**src/rtl/lc3b_types.sv**
```systemverilog
// Shared LC-3b types: cache-line and word types plus the arbiter state encoding.
package lc3b_types;

  typedef logic [127:0] lc3b_data;
  typedef logic [15:0]  lc3b_word;

  typedef enum logic [1:0] {
    ARB_IDLE    = 2'd0,
    ARB_SERVE_I = 2'd1,
    ARB_SERVE_D = 2'd2
  } lc3b_arb_state;

  // last_grant encoding: which requester finished most recently
  localparam logic GRANT_I = 1'b0;
  localparam logic GRANT_D = 1'b1;

  localparam lc3b_word COUNT_MAX = 16'hFFFF;

endpackage

```
**src/rtl/sat_counter16.sv**
```systemverilog
// 16-bit up-counter that sticks at all-ones instead of wrapping.
module sat_counter16
  import lc3b_types::*;
(
  input  logic     clk,
  input  logic     reset,
  input  logic     inc,
  output lc3b_word count
);

  always_ff @(posedge clk or posedge reset) begin
    if (reset) begin
      count <= '0;
    end else if (inc && (count != COUNT_MAX)) begin
      count <= count + 16'd1;
    end
  end

endmodule

```
**src/rtl/cache_arbiter.sv**
```systemverilog
// Round-robin arbiter sharing one physical-memory port between the I-cache and D-cache.
// Handshake: a requester raises read/write with address/wdata and holds them stable
// until its resp pulses; resp is the pmem_resp of the granted cycle, passed through.
module cache_arbiter
  import lc3b_types::*;
#(
  parameter int ADDR_WIDTH = 16,
  parameter int LINE_WIDTH = $bits(lc3b_data)
) (
  input  logic                  clk,
  input  logic                  reset,
  input  logic                  i_pmem_read,
  input  logic [ADDR_WIDTH-1:0] i_pmem_address,
  output logic [LINE_WIDTH-1:0] i_pmem_rdata,
  output logic                  i_pmem_resp,
  input  logic                  d_pmem_read,
  input  logic                  d_pmem_write,
  input  logic [ADDR_WIDTH-1:0] d_pmem_address,
  input  logic [LINE_WIDTH-1:0] d_pmem_wdata,
  output logic [LINE_WIDTH-1:0] d_pmem_rdata,
  output logic                  d_pmem_resp,
  output logic                  pmem_read,
  output logic                  pmem_write,
  output logic [ADDR_WIDTH-1:0] pmem_address,
  output logic [LINE_WIDTH-1:0] pmem_wdata,
  input  logic [LINE_WIDTH-1:0] pmem_rdata,
  input  logic                  pmem_resp,
  output lc3b_word              i_grant_count,
  output lc3b_word              d_grant_count,
  output lc3b_arb_state         arb_state
);

  lc3b_arb_state state, next_state;
  logic          last_grant;
  logic          i_req, d_req;
  logic          i_done, d_done;

  assign i_req  = i_pmem_read;
  assign d_req  = d_pmem_read | d_pmem_write;
  assign i_done = (state == ARB_SERVE_I) && pmem_resp;
  assign d_done = (state == ARB_SERVE_D) && pmem_resp;

  assign arb_state = state;

  // A contested IDLE cycle goes to whoever did not finish last.
  always_comb begin
    next_state = state;
    case (state)
      ARB_IDLE: begin
        if (i_req && d_req) begin
          next_state = (last_grant == GRANT_I) ? ARB_SERVE_D : ARB_SERVE_I;
        end else if (i_req) begin
          next_state = ARB_SERVE_I;
        end else if (d_req) begin
          next_state = ARB_SERVE_D;
        end
      end
      ARB_SERVE_I, ARB_SERVE_D: begin
        if (pmem_resp) next_state = ARB_IDLE;
      end
      default: next_state = ARB_IDLE;
    endcase
  end

  always_ff @(posedge clk or posedge reset) begin
    if (reset) begin
      state      <= ARB_IDLE;
      last_grant <= GRANT_I;
    end else begin
      state <= next_state;
      if (i_done) begin
        last_grant <= GRANT_I;
      end else if (d_done) begin
        last_grant <= GRANT_D;
      end
    end
  end

  // Fill data fans out to both caches; only the resp lines are qualified.
  assign i_pmem_rdata = pmem_rdata;
  assign d_pmem_rdata = pmem_rdata;

  always_comb begin
    pmem_read    = 1'b0;
    pmem_write   = 1'b0;
    pmem_address = '0;
    pmem_wdata   = '0;
    i_pmem_resp  = 1'b0;
    d_pmem_resp  = 1'b0;
    case (state)
      ARB_SERVE_I: begin
        pmem_read    = i_pmem_read;
        pmem_address = i_pmem_address;
        i_pmem_resp  = pmem_resp;
      end
      ARB_SERVE_D: begin
        // A simultaneous read+write from the D-cache is a writeback only.
        pmem_write   = d_pmem_write;
        pmem_read    = d_pmem_read & ~d_pmem_write;
        pmem_address = d_pmem_address;
        pmem_wdata   = d_pmem_wdata;
        d_pmem_resp  = pmem_resp;
      end
      default: ;
    endcase
  end

  sat_counter16 u_i_count (
    .clk   (clk),
    .reset (reset),
    .inc   (i_done),
    .count (i_grant_count)
  );

  sat_counter16 u_d_count (
    .clk   (clk),
    .reset (reset),
    .inc   (d_done),
    .count (d_grant_count)
  );

endmodule

```
**config.mk**
```make
export PLATFORM = sky130hd
export DESIGN_NAME = cache_arbiter
export DESIGN_NICKNAME = d
export VERILOG_FILES = /design/src/rtl/lc3b_types.sv /design/src/rtl/sat_counter16.sv /design/src/rtl/cache_arbiter.sv
export SDC_FILE = /design/constraint.sdc
export NUM_CORES = 1
export LEC_CHECK = 0
export ABC_CLOCK_PERIOD_IN_PS = 2700
export CAP_MARGIN = 20
export CORE_AREA = 5 5 280 282
export CTS_CLUSTER_DIAMETER = 30
export CTS_CLUSTER_SIZE = 12
export DETAILED_ROUTE_END_ITERATION = 8
export DIE_AREA = 0 0 285 287
export RECOVER_POWER = 50
export SYNTH_ARGS = -nofsm -noshare
export SYNTH_HDL_FRONTEND = slang
export SYNTH_SLANG_ARGS = --single-unit
export TNS_END_PERCENT = 5
```
**constraint.sdc**
```tcl
create_clock -name clk -period 2.7 [get_ports clk]
set_clock_uncertainty 0.2 [all_clocks]
set_input_delay 0.54 -clock clk [delete_from_list [all_inputs] [get_ports clk]]
set_output_delay 0.54 -clock clk [all_outputs]
set_load 0.03 [all_outputs]
```
==> results <==
[power by group]
part | internal, mW | leakage [nW] | switching, mW
clock | 0.462 | 0.0869 | 0.294
combinational | 2.79 | 2.79 | 3.37
sequential | 0.613 | 0.460 | 0.143
total | 3.86 | 3.33 | 3.81
[cell usage in the layout, fill, tap and decap left out, drive strengths merged, types with 3 or more instances in the layout]
cell type / synthesis / final
nor2b: 17 / 17
diode: 0 / 12
dfrtp: 35 / 35
nand4: 10 / 10
a31oi: 3 / 3
buf: 262 / 159
clkbuf: 16 / 8
a22oi: 16 / 16
and3: 4 / 4
xor2: 18 / 18
nand2: 17 / 17
ha: 5 / 5
a211oi: 3 / 3
nor3: 5 / 5
clkdlybuf4s50: 0 / 199
nand3: 9 / 9
nor2: 9 / 9
nor4: 3 / 3
inv: 8 / 8
xnor2: 8 / 8
mux2: 3 / 3
a21oi: 9 / 9
and2: 131 / 131
[through the flow]
step	instances	hold slack, ns	instance area [µm²]	setup WS (ns)
2_1_floorplan	610	0.284	4880	0.139
3_3_place_gp	1667	0.317	8470	0.273
3_5_place_dp	1667	0.316	8470	0.248
4_1_cts	1675	0.331	8650	0.00983
5_1_grt	1678	0.338	8730	0.0144
6_report	1690	0.323	8760	0.112
[logic make-up (layout without fill, tap and decap cells)]
kind of cell	after synthesis	count (layout)	synth area share
and+or+nand+nor	214	214	0.270
DFF	35	35	0.180
other	0	12	0
xor gates and xnor gates	26	26	0.0467
muxes	4	4	0.00974
AOI/OAI and AO/OA	40	40	0.0618
buffers and inverters	286	376	0.419
adders and majority gates	5	5	0.0128
[sequential cells by signal, summed over array words and instances (netlist names)]
register / count
u_d_count.count: 16
last_grant: 1
arb_state: 2
u_i_count.count: 16
[layout make-up]
| cell class | count | area, µm² |
|---|---|---|
| clock buffer | 6 | 139 |
| tap | 978 | 1220 |
| sequential | 35 | 876 |
| clock inverter | 2 | 35.0 |
| inverter | 8 | 30.0 |
| fill | 8622 | 66700 |
| timing repair buffer | 360 | 4450 |
| multi-input combinational | 289 | 1980 |
| antenna | 12 | 30.0 |
[cell usage after synthesis, drive strengths merged]
| cell | number | share of area |
|---|---|---|
| mux2i | 1 | 0.0021 |
| a41oi | 1 | 0.0018 |
| nand3b | 2 | 0.0031 |
| nor3 | 5 | 0.0085 |
| dfrtp | 35 | 0.18 |
| xor2 | 18 | 0.032 |
| or3 | 1 | 0.0013 |
| nand3 | 9 | 0.012 |
| a21boi | 2 | 0.0038 |
| nor3b | 1 | 0.0015 |
| nor4 | 3 | 0.0069 |
| o211ai | 1 | 0.0015 |
| a22oi | 16 | 0.025 |
| xnor2 | 8 | 0.014 |
| a32oi | 1 | 0.0018 |
| and4 | 1 | 0.0018 |
| and3 | 4 | 0.0051 |
| nor2b | 17 | 0.022 |
| ha | 5 | 0.013 |
| or2 | 2 | 0.0026 |
| a2111oi | 2 | 0.0077 |
| clkbuf | 16 | 0.012 |
| inv | 8 | 0.0062 |
| nor2 | 9 | 0.0069 |
| nand4 | 10 | 0.013 |
| buf | 262 | 0.40 |
| a21oi | 9 | 0.010 |
| nand4b | 1 | 0.0018 |
| a211oi | 3 | 0.0046 |
| a31oi | 3 | 0.0038 |
| mux2 | 3 | 0.0077 |
| nand2 | 17 | 0.013 |
| and2 | 131 | 0.17 |
| nor4b | 1 | 0.0031 |
| o21ai | 2 | 0.0021 |
[final timing paths]
path	from	slack (ns)	endpoint
worst min-delay path	u_d_count.count[2]	0.32	u_d_count.count[2]
worst max register to register	arb_state[0]	0.38	u_d_count.count[14]
worst min register to register	u_d_count.count[2]	0.32	u_d_count.count[2]
min in group asynchronous	reset	0.47	u_i_count.count[15]
max in group asynchronous	reset	1.42	u_i_count.count[9]
worst max-delay path	arb_state[0]	0.11	pmem_read
[what timing repair did]
| item | 4_1_cts | 5_1_grt |
|---|---|---|
| gates cloned | 0 | 2 |
| endpoints found under the setup margin | 32 | 34 |
| resized for setup | 3 | 3 |
| setup buffers | 0 | 1 |
| pin swaps | 0 | 1 |
[layer usage]
metal / vias up / GRT usage / share of wire
met5: - / 0 / 0.0038
met4: 24 / 0.0261 / 0.027
met3: 113 / 0.116 / 0.23
met2: 458 / 0.128 / 0.36
met1: 1989 / 0.115 / 0.38
li1: 1884 / - / -
==> run summary <==
========================================================================================
Outcome ................................................................... finished clean
Maximum Capacitance Violations ............................................            0
Maximum number of pins on one net before global-route repair ..............           58
CP Capture Type ...........................................................  output port
Initial core utilization ..................................................       0.0647
Area Growth Syn to Fin ....................................................        79.5%
F_max .....................................................................      386 MHz
Area of the die ...........................................................   0.0818 mm²
Initial DRC Count .........................................................          124
Buffers plus inverters on the worst setup path ............................            3
Post-synth cell types .....................................................           46
Static leakage ............................................................      3.33 nW
Total global routing overflow .............................................            0
Antenna-violating nets left ...............................................            0
Final total negative setup slack ..........................................         0 ns
Warnings, synthesis .......................................................            0
Die height ................................................................       287 µm
Number of buffers inserted for hold repair after clock tree synthesis .....            0
Critical-path cell with the highest stage delay ........................... sky130_fd_sc_hd__dfrtp_1
Number of gates on the worst path with buffers counted ....................            6
Ordered cell list for the critical path ................................... inv_1, ha_4, buf_16, nand3b_1, a21boi_2, buf_12
Routability congestion estimate from global placement .....................        0.749
Maximum VDD drop ..........................................................     0.380 mV
Setup repair after global routing missed its margin .......................           no
Pins over their slew limit ................................................            0
Power per cell area .......................................................   876 mW/mm²
Post-synthesis cell area ..................................................  0.00488 mm²
TritonCTS clock tree ......................................................         done
Crit Path Max Fanout ......................................................           29
Overall track demand over capacity in global routing ......................        0.103
Cell count of the worst hold path .........................................            1
DR pass1 iterations .......................................................            4
Category of cells accounting for the largest share of critical-path delay . buffers and inverters
Worst Tran Pin Value ......................................................     0.610 ns
Average vias per placed instance ..........................................         2.64
Core footprint ............................................................   0.0754 mm²
Number of sinks on the clock net ..........................................           35
Share of the clock period used by the worst path ..........................        0.958
Layout cells sized above 1 ................................................        0.263
Routed wire length per instance ...........................................      26.7 µm
Per-instance average area after synthesis .................................     8.00 µm²
Row count .................................................................          101
Clk pin slew, worst setup/hold paths ......................................      0.10 ns
Design Power ..............................................................      7.67 mW
Worst-case reg-to-reg path depth ..........................................            8
Worst EP arrival ..........................................................      1.85 ns
Die Span X ................................................................       285 µm
Post-synthesis instance total .............................................          610
Total CTS buffers .........................................................            5
Buffers on Ports ..........................................................          347
Final HPWL from detailed placement ........................................     40200 µm
Buffer levels on the longest clock path ...................................            2
Share of the yosys chip area belonging to registers .......................        0.180
Wirelength, routed ........................................................     45100 µm
Synth Net Count ...........................................................          909
Boundary pin count ........................................................          732
H-tree level count ........................................................            2
Number of global-route vias before repair .................................         4717
Final-stage net count .....................................................          998
Worst slew margin relative to its limit ...................................        0.592
Root buffer cell .......................................................... sky130_fd_sc_hd__clkbuf_16
Worst min-delay path class ................................................   reg -> reg
Via count of the routed design ............................................         4468
Final number of setup-violating endpoints .................................            0
Layout Utilization ........................................................        0.116
Skew-Pair Late Insertion Delay ............................................      0.32 ns
Final Hold Fails ..........................................................            0
Setup Crit Path Kind ......................................................   reg -> out
Initial antenna violation count ...........................................           30
Critical path data required time ..........................................      1.96 ns
Number of synthesized register bits .......................................           35
Wire length of the first global-routing pass ..............................     54400 µm
Post-route DRC ............................................................            0
Minimum clock period after layout .........................................      2.59 ns
Setup crit start kind .....................................................     register
Longest individual stage delay on the worst path ..........................      0.41 ns
========================================================================================
Power figures use the tool's default switching activity.
